### config.mk
export PLATFORM = sky130hd
export DESIGN_NAME = stim_compare_engine
export DESIGN_NICKNAME = d
export VERILOG_FILES = /design/src/rtl/stim_cmp_pkg.sv /design/src/rtl/lfsr32.sv /design/src/rtl/stim_compare_engine.sv
export SDC_FILE = /design/constraint.sdc
export NUM_CORES = 1
export LEC_CHECK = 0
export BUFFER_PORTS_ARGS = -buffer_cell sky130_fd_sc_hd__buf_2
export CORE_AREA = 2 2 166 119
export DETAILED_ROUTE_END_ITERATION = 10
export DIE_AREA = 0 0 168 121
export GPL_TIMING_DRIVEN = 0
export PLACE_DENSITY = 0.55
export SYNTH_ARGS = -nofsm -noshare
export SYNTH_HDL_FRONTEND = slang
export SYNTH_SLANG_ARGS = --single-unit
export TNS_END_PERCENT = 1
### constraint.sdc
create_clock -name clk -period 4.1 [get_ports clk]
set_input_delay 0.205 -clock clk [delete_from_list [all_inputs] [get_ports clk]]
set_output_delay 0.205 -clock clk [all_outputs]
set_load 0.01 [all_outputs]
### src/rtl/stim_cmp_pkg.sv
// Shared types and constants for the stimulus/compare engine.
// Holds the FSM state and phase enums plus the LFSR polynomial.
package stim_cmp_pkg;

    typedef enum logic [2:0] {
        ST_IDLE,
        ST_APPLY,
        ST_SETTLE,
        ST_COMPARE,
        ST_DONE
    } state_t;

    typedef enum logic {
        PH_DIRECTED,
        PH_RANDOM
    } phase_t;

    localparam logic [31:0] LFSR_TAPS = 32'h80200003;

    // Right-shifting Galois step: the feedback bit is the LSB shifted out.
    function automatic logic [31:0] lfsr_step(input logic [31:0] s);
        return s[0] ? ((s >> 1) ^ LFSR_TAPS) : (s >> 1);
    endfunction

endpackage

### src/rtl/lfsr32.sv
// 32-bit Galois LFSR with synchronous seed load (on rst or load) and step enable.
// Only the low OUT_W bits are exported; the full state still feeds the recurrence.
module lfsr32
    import stim_cmp_pkg::*;
#(
    parameter int OUT_W = 32
) (
    input  logic             clk,
    input  logic             rst,
    input  logic             en,
    input  logic             load,
    input  logic [31:0]      seed,
    output logic [OUT_W-1:0] value
);

    logic [31:0] state_q;

    always_ff @(posedge clk) begin
        if (rst || load) begin
            state_q <= seed;
        end else if (en) begin
            state_q <= lfsr_step(state_q);
        end
    end

    assign value = state_q[OUT_W-1:0];

endmodule

### src/rtl/stim_compare_engine.sv
// Drives stimulus to a golden model and a netlist, compares their outputs and
// reports mismatch count, first failing vector and pass/fail.
//
// state      | meaning
// -----------+--------------------------------------------------------
// ST_IDLE    | waiting for start, outputs from an aborted run retained
// ST_APPLY   | new vector driven on stim (1 cycle)
// ST_SETTLE  | waiting SETTLE_CYCLES for the models to settle
// ST_COMPARE | golden_out vs dut_out sampled and counted (1 cycle)
// ST_DONE    | run finished, done/pass held until next start or rst
module stim_compare_engine
    import stim_cmp_pkg::*;
#(
    parameter int          WIDTH_IN      = 2,
    parameter int          WIDTH_OUT     = 1,
    parameter int          NUM_RANDOM    = 500,
    parameter int          SETTLE_CYCLES = 1,
    parameter int          EXH_MAX       = 8,
    parameter int          CNT_W         = 16,
    parameter logic [31:0] LFSR_SEED     = 32'h1
) (
    input  logic                 clk,
    input  logic                 rst,
    input  logic                 start,
    input  logic                 abort,
    output logic [WIDTH_IN-1:0]  stim,
    input  logic [WIDTH_OUT-1:0] golden_out,
    input  logic [WIDTH_OUT-1:0] dut_out,
    output logic                 busy,
    output logic                 done,
    output logic                 pass,
    output logic [CNT_W-1:0]     mismatch_count,
    output logic                 first_fail_valid,
    output logic [WIDTH_IN-1:0]  first_fail_vector
);

    localparam logic [31:0] SEED_EFF    = (LFSR_SEED == 32'h0) ? 32'h1 : LFSR_SEED;
    localparam bit          DO_DIRECTED = (WIDTH_IN <= EXH_MAX);
    localparam bit          HAS_RANDOM  = (NUM_RANDOM > 0);

    state_t               state;
    phase_t               phase;
    logic [31:0]          settle_cnt;
    logic [31:0]          rnd_left;
    logic [WIDTH_IN-1:0]  lfsr_value;
    logic                 lfsr_en;
    logic                 lfsr_load;
    logic                 mismatch;
    logic [CNT_W-1:0]     cnt_next;
    logic                 go_random_first;
    logic                 end_of_run;

    // The LFSR sits at the seed whenever the engine is idle, so a run always
    // starts from the same sequence; it is reloaded on every exit from a run.
    lfsr32 #(.OUT_W(WIDTH_IN)) u_lfsr (
        .clk   (clk),
        .rst   (rst),
        .en    (lfsr_en),
        .load  (lfsr_load),
        .seed  (SEED_EFF),
        .value (lfsr_value)
    );

    assign mismatch        = (golden_out != dut_out);
    assign go_random_first = (phase == PH_DIRECTED) && (&stim) && HAS_RANDOM;
    assign end_of_run      = ((phase == PH_DIRECTED) && (&stim) && !HAS_RANDOM) ||
                             ((phase == PH_RANDOM) && (rnd_left == 32'd0));

    always_comb begin
        cnt_next = mismatch_count;
        if (state == ST_COMPARE && mismatch && mismatch_count != {CNT_W{1'b1}}) begin
            cnt_next = mismatch_count + CNT_W'(1);
        end
    end

    always_comb begin
        lfsr_en   = 1'b0;
        lfsr_load = 1'b0;
        case (state)
            ST_IDLE, ST_DONE: begin
                if (start && !abort && !DO_DIRECTED && HAS_RANDOM) lfsr_en = 1'b1;
            end
            ST_APPLY, ST_SETTLE: begin
                if (abort) lfsr_load = 1'b1;
            end
            ST_COMPARE: begin
                if (abort || end_of_run) begin
                    lfsr_load = 1'b1;
                end else if (phase == PH_RANDOM || go_random_first) begin
                    lfsr_en = 1'b1;
                end
            end
            default: ;
        endcase
    end

    always_ff @(posedge clk) begin
        if (rst) begin
            state             <= ST_IDLE;
            phase             <= PH_DIRECTED;
            stim              <= '0;
            busy              <= 1'b0;
            done              <= 1'b0;
            pass              <= 1'b0;
            mismatch_count    <= '0;
            first_fail_valid  <= 1'b0;
            first_fail_vector <= '0;
            settle_cnt        <= '0;
            rnd_left          <= '0;
        end else begin
            case (state)
                ST_IDLE, ST_DONE: begin
                    if (start && !abort) begin
                        mismatch_count    <= '0;
                        first_fail_valid  <= 1'b0;
                        first_fail_vector <= '0;
                        pass              <= 1'b0;
                        if (DO_DIRECTED) begin
                            phase <= PH_DIRECTED;
                            stim  <= '0;
                            state <= ST_APPLY;
                            busy  <= 1'b1;
                            done  <= 1'b0;
                        end else if (HAS_RANDOM) begin
                            phase    <= PH_RANDOM;
                            stim     <= lfsr_value;
                            rnd_left <= 32'(NUM_RANDOM - 1);
                            state    <= ST_APPLY;
                            busy     <= 1'b1;
                            done     <= 1'b0;
                        end else begin
                            state <= ST_DONE;
                            busy  <= 1'b0;
                            done  <= 1'b1;
                            pass  <= 1'b1;
                        end
                    end
                end
                ST_APPLY: begin
                    if (abort) begin
                        state <= ST_IDLE;
                        busy  <= 1'b0;
                        done  <= 1'b0;
                        pass  <= 1'b0;
                    end else if (SETTLE_CYCLES > 0) begin
                        state      <= ST_SETTLE;
                        settle_cnt <= 32'(SETTLE_CYCLES - 1);
                    end else begin
                        state <= ST_COMPARE;
                    end
                end
                ST_SETTLE: begin
                    if (abort) begin
                        state <= ST_IDLE;
                        busy  <= 1'b0;
                        done  <= 1'b0;
                        pass  <= 1'b0;
                    end else if (settle_cnt == 32'd0) begin
                        state <= ST_COMPARE;
                    end else begin
                        settle_cnt <= settle_cnt - 32'd1;
                    end
                end
                ST_COMPARE: begin
                    if (abort) begin
                        state <= ST_IDLE;
                        busy  <= 1'b0;
                        done  <= 1'b0;
                        pass  <= 1'b0;
                    end else begin
                        mismatch_count <= cnt_next;
                        if (mismatch && !first_fail_valid) begin
                            first_fail_valid  <= 1'b1;
                            first_fail_vector <= stim;
                        end
                        if (end_of_run) begin
                            state <= ST_DONE;
                            busy  <= 1'b0;
                            done  <= 1'b1;
                            pass  <= (cnt_next == '0);
                        end else begin
                            state <= ST_APPLY;
                            if (go_random_first) begin
                                phase    <= PH_RANDOM;
                                stim     <= lfsr_value;
                                rnd_left <= 32'(NUM_RANDOM - 1);
                            end else if (phase == PH_RANDOM) begin
                                stim     <= lfsr_value;
                                rnd_left <= rnd_left - 32'd1;
                            end else begin
                                stim <= stim + WIDTH_IN'(1);
                            end
                        end
                    end
                end
                default: begin
                    state <= ST_IDLE;
                    busy  <= 1'b0;
                    done  <= 1'b0;
                    pass  <= 1'b0;
                end
            endcase
        end
    end

endmodule
# Word level (Yosys, flattened, before mapping)
# Index checks and enable logic that the tools add are counted.
[totals] wordCells=118 in_bits=6 reg_bits=124 output_inout_bits=24
[classes] n_mux=52 bitwise_logic=4 n_reduce_logical=29 eq_ne=17 addsub=4
[op_table] operator="$mux 32" n=6
[op_table] operator="$logic_not 32->1" n=2
[op_table] operator="$pmux 32 s2" n=1
[op_table] operator="$sub 32x1->32 const B" n=2
[op_table] operator="$mux 16" n=3
[op_table] operator="$pmux 16 s2" n=1
[op_table] operator="$mux 1" n=19
[op_table] operator="$add 16x1->16 const B" n=1
[op_table] operator="$logic_not 16->1" n=1
[op_table] operator="$mux 2" n=8
[op_table] operator="$ne 16x16->1 const B" n=1
[op_table] operator="$reduce_and 4->1" n=4
[op_table] operator="$mux 3" n=5
[op_table] operator="$ne 2x2->1 const B" n=7
[op_table] operator="$pmux 3 s4" n=1
[op_table] operator="$pmux 1 s3" n=3
[op_table] operator="$pmux 2 s2" n=2
[op_table] operator="$eq 3x2->1 const B" n=2
[op_table] operator="$logic_and 1x1->1" n=6
[op_table] operator="$ne 3x3->1 const B" n=2
[op_table] operator="$pmux 1 s2" n=3
[op_table] operator="$reduce_and 3->1" n=2
[op_table] operator="$reduce_bool 2->1" n=3
[op_table] operator="$reduce_and 5->1" n=1
[op_table] operator="12 further kinds" n=20

# Depth between registers and ports, before layout
[depth] word_depth=8 depth_mapped=9 depth_no_buf=8

# Modules after synthesis
# A second synthesis with hierarchy kept.
[unflattened] cells_unflattened=706 area_unflattened_um2=6495.0
[by_module_without_submodules] module="stim_compare_engine" n_inst=1 seq_area_each_um2=1841.8 cells_each=632 area_each_um2=5064.9
[by_module_without_submodules] module="lfsr32" n_inst=1 seq_area_each_um2=960.9 cells_each=74 area_each_um2=1430.1

# Worst setup path after synthesis
# Ideal clock, no wire load.
[synth_path] kind="reg-to-reg" start="register rnd_left[6]" end="register busy" path_stages_with_launch=8 arrival_ns=2.176 slack_ns=1.797 synth_period_minus_slack_ns=2.303 path_cell_list="dfxtp_1 > nor4_1 > nand3_2 > or4_4 > buf_6 > a2111o_1 > a21oi_1 > nor2_1"
[synth_between] elab_chain_cells=4
[synth_lines] item="start: declaration" line_no="stim_compare_engine.sv:44" text="logic [31:0] rnd_left;"
[synth_lines] item="start signal: assignment" line_no="stim_compare_engine.sv:127" text="rnd_left <= 32'(NUM_RANDOM - 1);"
[synth_lines] item="start signal: assignment" line_no="stim_compare_engine.sv:186" text="rnd_left <= 32'(NUM_RANDOM - 1);"
[synth_lines] item="start signal: assignment" line_no="stim_compare_engine.sv:189" text="rnd_left <= rnd_left - 32'd1;"
[synth_lines] item="$logic_not 32->1" line_no="stim_compare_engine.sv:67" text="((phase == PH_RANDOM) && (rnd_left == 32'd0));"
[synth_lines] item="$logic_and 1x1->1" line_no="stim_compare_engine.sv:67"
[synth_lines] item="$ne 3x3->1 (no source line)"
[synth_lines] item="$reduce_and 3->1 (no source line)"
[synth_lines] item="end signal: assignment" line_no="stim_compare_engine.sv:102" text="busy <= 1'b0;"
[synth_lines] item="end signal: assignment" line_no="stim_compare_engine.sv:122" text="busy <= 1'b1;"
[synth_lines] item="end signal: assignment" line_no="stim_compare_engine.sv:129" text="busy <= 1'b1;"
[synth_lines] item="end: declaration" line_no="stim_compare_engine.sv:29" text="output logic busy,"
# No other way between the ends.
# A chain may end at the register's enable or synchronous reset.

# Worst setup path after layout
[layout_path] start="register state[0]" end="register rnd_left[17]"
[layout_between] elab_chain_cells=2
[layout_lines] item="start: declaration" line_no="stim_compare_engine.sv:41" text="state_t state;"
[layout_lines] item="start signal: assignment" line_no="stim_compare_engine.sv:99" text="state <= ST_IDLE;"
[layout_lines] item="start signal: assignment" line_no="stim_compare_engine.sv:121" text="state <= ST_APPLY;"
[layout_lines] item="start signal: assignment" line_no="stim_compare_engine.sv:128" text="state <= ST_APPLY;"
[layout_lines] item="$eq 3x2->1" line_no="stim_compare_engine.sv:111" text="case (state)"
[layout_lines] item="$reduce_and 4->1 (no source line)"
# No other way between the ends.

==> impl_metrics.prom <==
# TYPE chip_impl_metric gauge
chip_impl_metric{name="finalWeightedCongestion",unit=""} 0.814
chip_impl_metric{name="antenna_violating_nets_post_route",unit=""} 0
chip_impl_info{name="timing.rr.end",value="rnd_left[17]$_SDFFE_PP0P_"} 1
chip_impl_metric{name="number_of_cells_produced_by_synthesis",unit=""} 755
chip_impl_info{name="yosys_most_used_dff",value="sky130_fd_sc_hd__dfxtp_1"} 1
chip_impl_metric{name="route.vias.total",unit=""} 5519
chip_impl_metric{name="die_span_y",unit="um"} 121
chip_impl_metric{name="floorplan.io_pins",unit=""} 30
chip_impl_metric{name="setup_viol_count_final",unit=""} 0
chip_impl_metric{name="syn-cell-area",unit="sq um"} 6090
chip_impl_metric{name="synth.ff_latch_count",unit=""} 124
chip_impl_metric{name="max-cap-violations",unit=""} 0
chip_impl_metric{name="htree_levels",unit=""} 4
chip_impl_metric{name="count_of_antenna_diodes_in_the_layout",unit=""} 0
chip_impl_metric{name="hold_violations",unit=""} 0
chip_impl_metric{name="grt_max_degree",unit=""} 17
chip_impl_metric{name="fp-row-count",unit=""} 42
chip_impl_metric{name="clock-sinks",unit=""} 124
chip_impl_info{name="status",value="complete, no violations"} 1
chip_impl_metric{name="numCtsBuffers",unit=""} 17
chip_impl_metric{name="syn-num-nets",unit=""} 767
chip_impl_info{name="worst-setup-path-type",value="reg -> reg"} 1
chip_impl_metric{name="netlist-cell-type-count",unit=""} 62
chip_impl_metric{name="final-max-slew-violation-count",unit=""} 0
chip_impl_metric{name="via_count_of_the_first_global_routing_pass",unit=""} 4827
chip_impl_metric{name="worstMarginPinSlew",unit="ps"} 1120
chip_impl_metric{name="timing.reg2reg.worst_path_depth",unit=""} 7
chip_impl_metric{name="drtPass1Iterations",unit=""} 5
chip_impl_metric{name="ctsResizeCount",unit=""} 0
chip_impl_metric{name="core-area",unit="sq um"} 18700
chip_impl_info{name="worstSetupEndpointType",value="register"} 1
chip_impl_metric{name="totalNegativeSetupSlack",unit="ps"} 0
chip_impl_metric{name="final_layout_size_suffix_gt1_share",unit="%"} 11.0
chip_impl_metric{name="max_slew_margin",unit="%"} 24.5
chip_impl_metric{name="drcViolationCount",unit=""} 0
chip_impl_info{name="worstHoldStart",value="start"} 1
chip_impl_metric{name="grt-ovfl-total",unit=""} 0
chip_impl_metric{name="dieWidth",unit="um"} 168
chip_impl_info{name="tritoncts_clock_tree",value="done"} 1
chip_impl_metric{name="finalInstanceArea",unit="sq um"} 7140
chip_impl_metric{name="hold_buffers",unit=""} 0
chip_impl_metric{name="dp_hpwl",unit="um"} 10900
chip_impl_info{name="root_buffer",value="sky130_fd_sc_hd__clkbuf_16"} 1
chip_impl_metric{name="grt_pass1_wl",unit="um"} 25400
chip_impl_metric{name="worst-r2r-setup-slack",unit="ps"} 960
chip_impl_metric{name="cts_buffer_depth",unit=""} 2
chip_impl_metric{name="worst_clock_skew",unit="ps"} 6.83
chip_impl_metric{name="groute.usage.overall",unit="%"} 15.7
chip_impl_metric{name="grt_antenna_before_repair",unit=""} 0
chip_impl_metric{name="count_of_flip_flops_with_a_built_in_enable_after_synthesis",unit=""} 0
chip_impl_metric{name="seq_area_frac_synth",unit="%"} 40.8
chip_impl_metric{name="ir_drop",unit="mV"} 0.240
chip_impl_info{name="min_delay_worst_endpoint",value="state[2]$_SDFFE_PP0P_"} 1
chip_impl_info{name="setup_repair_after_global_routing_missed_its_margin",value="no"} 1
chip_impl_metric{name="layout_min_cycle_time",unit="ps"} 3140
chip_impl_info{name="startpoint_type",value="register"} 1
chip_impl_metric{name="wl_per_cell",unit="um"} 14.8
chip_impl_info{name="regToRegStartpoint",value="state[0]$_SDFFE_PP0P_"} 1
chip_impl_metric{name="drtIter0Drc",unit=""} 570
chip_impl_metric{name="ys_async_sr_fraction",unit="%"} 0
chip_impl_metric{name="avgSynthCellArea",unit="sq um"} 8.06
chip_impl_metric{name="total_leakage_power",unit="nW"} 2.56
chip_impl_metric{name="power_density",unit="nW/um^2"} 476
chip_impl_metric{name="synth_warnings",unit=""} 0
chip_impl_metric{name="worst-endpoint-required",unit="ps"} 4400
chip_impl_metric{name="cts.clk_slew.worst_paths",unit="ps"} 60
chip_impl_metric{name="dieArea",unit="sq um"} 20300
chip_impl_metric{name="clock_insertion_delay_worst_skew",unit="ps"} 420
chip_impl_metric{name="area_delta_synth_final",unit="%"} 17.4
chip_impl_metric{name="placed_area",unit="sq um"} 6530
chip_impl_metric{name="final_wirelength",unit="um"} 15600
chip_impl_metric{name="cp.arrival",unit="ps"} 3440
chip_impl_metric{name="critPathMaxFanout",unit=""} 10
chip_impl_metric{name="initial_utilization",unit="%"} 32.6
chip_impl_metric{name="numPortBuffers",unit=""} 29
chip_impl_metric{name="nNetsFinal",unit=""} 815
chip_impl_metric{name="finalCritPeriodShare",unit="%"} 76.6
chip_impl_metric{name="cts_post_setup_buffers_inserted",unit=""} 0
chip_impl_metric{name="max_clk_rate",unit="MHz"} 318
chip_impl_metric{name="routed_via_density",unit=""} 5.22
chip_impl_metric{name="hold_path_depth",unit=""} 4
chip_impl_info{name="hold_path_class",value="in -> reg"} 1
[how the worst max path moves through the flow]
stage	from	end	slack [ps]	cells after the start
floorplan	rnd_left[6]$_SDFFE_PP0P_	busy$_SDFFE_PP0P_	1800	7
global placement	state[0]$_SDFFE_PP0P_	rnd_left[17]$_SDFFE_PP0P_	1010	7
detailed placement	state[0]$_SDFFE_PP0P_	rnd_left[17]$_SDFFE_PP0P_	1020	7
CTS	state[0]$_SDFFE_PP0P_	rnd_left[17]$_SDFFE_PP0P_	1000	7
global route	state[0]$_SDFFE_PP0P_	rnd_left[17]$_SDFFE_PP0P_	760	7
finish	state[0]$_SDFFE_PP0P_	rnd_left[17]$_SDFFE_PP0P_	960	7
[Yosys cell counts (12+ instances only)]
library cell                 n  area share [%]
sky130_fd_sc_hd__nor4_1     13             1.3
sky130_fd_sc_hd__nand4_1    13             1.3
sky130_fd_sc_hd__clkbuf_1   31             1.9
sky130_fd_sc_hd__xor2_1     45             6.5
sky130_fd_sc_hd__a21oi_1    68             5.6
sky130_fd_sc_hd__o21ai_0    16             1.3
sky130_fd_sc_hd__or3_1      14             1.4
sky130_fd_sc_hd__dfxtp_1   124              41
sky130_fd_sc_hd__a211oi_1   12             1.5
sky130_fd_sc_hd__nand3_1    35             2.9
sky130_fd_sc_hd__nand2_1    93             5.7
sky130_fd_sc_hd__nor2_1     98             6.0
sky130_fd_sc_hd__xnor2_1    18             2.6
sky130_fd_sc_hd__nand3b_1   13             1.6
sky130_fd_sc_hd__nor3_1     24             2.0
[sequential cells by signal (all words and copies together) (netlist names)]
name and cells:
busy 1, done 1, first_fail_valid 1, first_fail_vector 2
mismatch_count 16, pass 1, phase 1, rnd_left 32
settle_cnt 32, state 3, stim 2, u_lfsr.state_q 32
[critical path, cell delays in order, from the launching register on]
cell                       delay [ps]
sky130_fd_sc_hd__dfxtp_1          310
sky130_fd_sc_hd__clkbuf_1         280
sky130_fd_sc_hd__nor4bb_1         650
sky130_fd_sc_hd__clkbuf_1         520
sky130_fd_sc_hd__clkbuf_1         510
sky130_fd_sc_hd__nand2_1          240
sky130_fd_sc_hd__o41ai_1          390
sky130_fd_sc_hd__a21oi_1          110
[per-layer routing]
metal / up-vias / global-route usage (%) / part of all wire, %
li1: 2774 / - / -
met1: 2568 / 23.9 / 54
met2: 164 / 21.1 / 39
met3: 13 / 4.14 / 6.1
met4: 0 / 5.33 / 1.1
met5: - / 0 / 0
[layout by cell type, fill, tap and decap left out, drive strengths merged, types with 24 or more instances in the layout]
cell,count
a21oi,68
clkbuf,49
nor3,24
xor2,45
buf,48
nand3,37
nor2,98
dfxtp,124
nand2,93
[cell type report]
| cell class | instances | area, sq um |
|---|---|---|
| Fill cell | 1875 | 11500 |
| Sequential cell | 124 | 2480 |
| Buffer | 50 | 216 |
| Timing Repair Buffer | 29 | 145 |
| Multi-Input combinational cell | 574 | 3360 |
| Inverter | 7 | 26.3 |
| Clock buffer | 18 | 439 |
| Tap cell | 242 | 303 |
| Clock inverter | 14 | 170 |
[through the flow]
step | power [W] | instances | setup slack [ps] | hold slack, ps | utilization, %
after floorplan | 0.00176 | 755 | 1800 | 400 | -
after global placement | 0.00188 | 1026 | 1010 | 441 | 35.0
after detailed placement | 0.00188 | 1026 | 1020 | 445 | 35.0
after CTS | 0.00343 | 1058 | 1000 | 206 | 38.3
after global routing | 0.00357 | 1058 | 764 | 223 | 38.3
final | 0.00340 | 1058 | 960 | 222 | 38.3
[logic make-up (layout without fill, tap and decap cells)]
kind of cell             Yosys count  after routing  synth area share [%]
AND/OR/NAND/NOR                  359            359                  29.8
adder cells (fa/ha/maj)            6              6                  1.23
AO/OA/AOI/OAI                    144            144                  14.7
flip-flops                       124            124                  40.8
buffers and inverters             57            118                  3.99
multiplexers                       2              2                 0.370
XOR/XNOR                          63             63                  9.07
[report_power, final]
| group | total, W | internal, W | switching [W] |
|---|---|---|---|
| Combinational | 0.000567 | 0.000219 | 0.000348 |
| Sequential | 0.00129 | 0.00125 | 0.0000422 |
| Clock | 0.00154 | 0.000971 | 0.000569 |
| Total | 0.00340 | 0.00244 | 0.000959 |
Power figures use the tool's default switching activity.
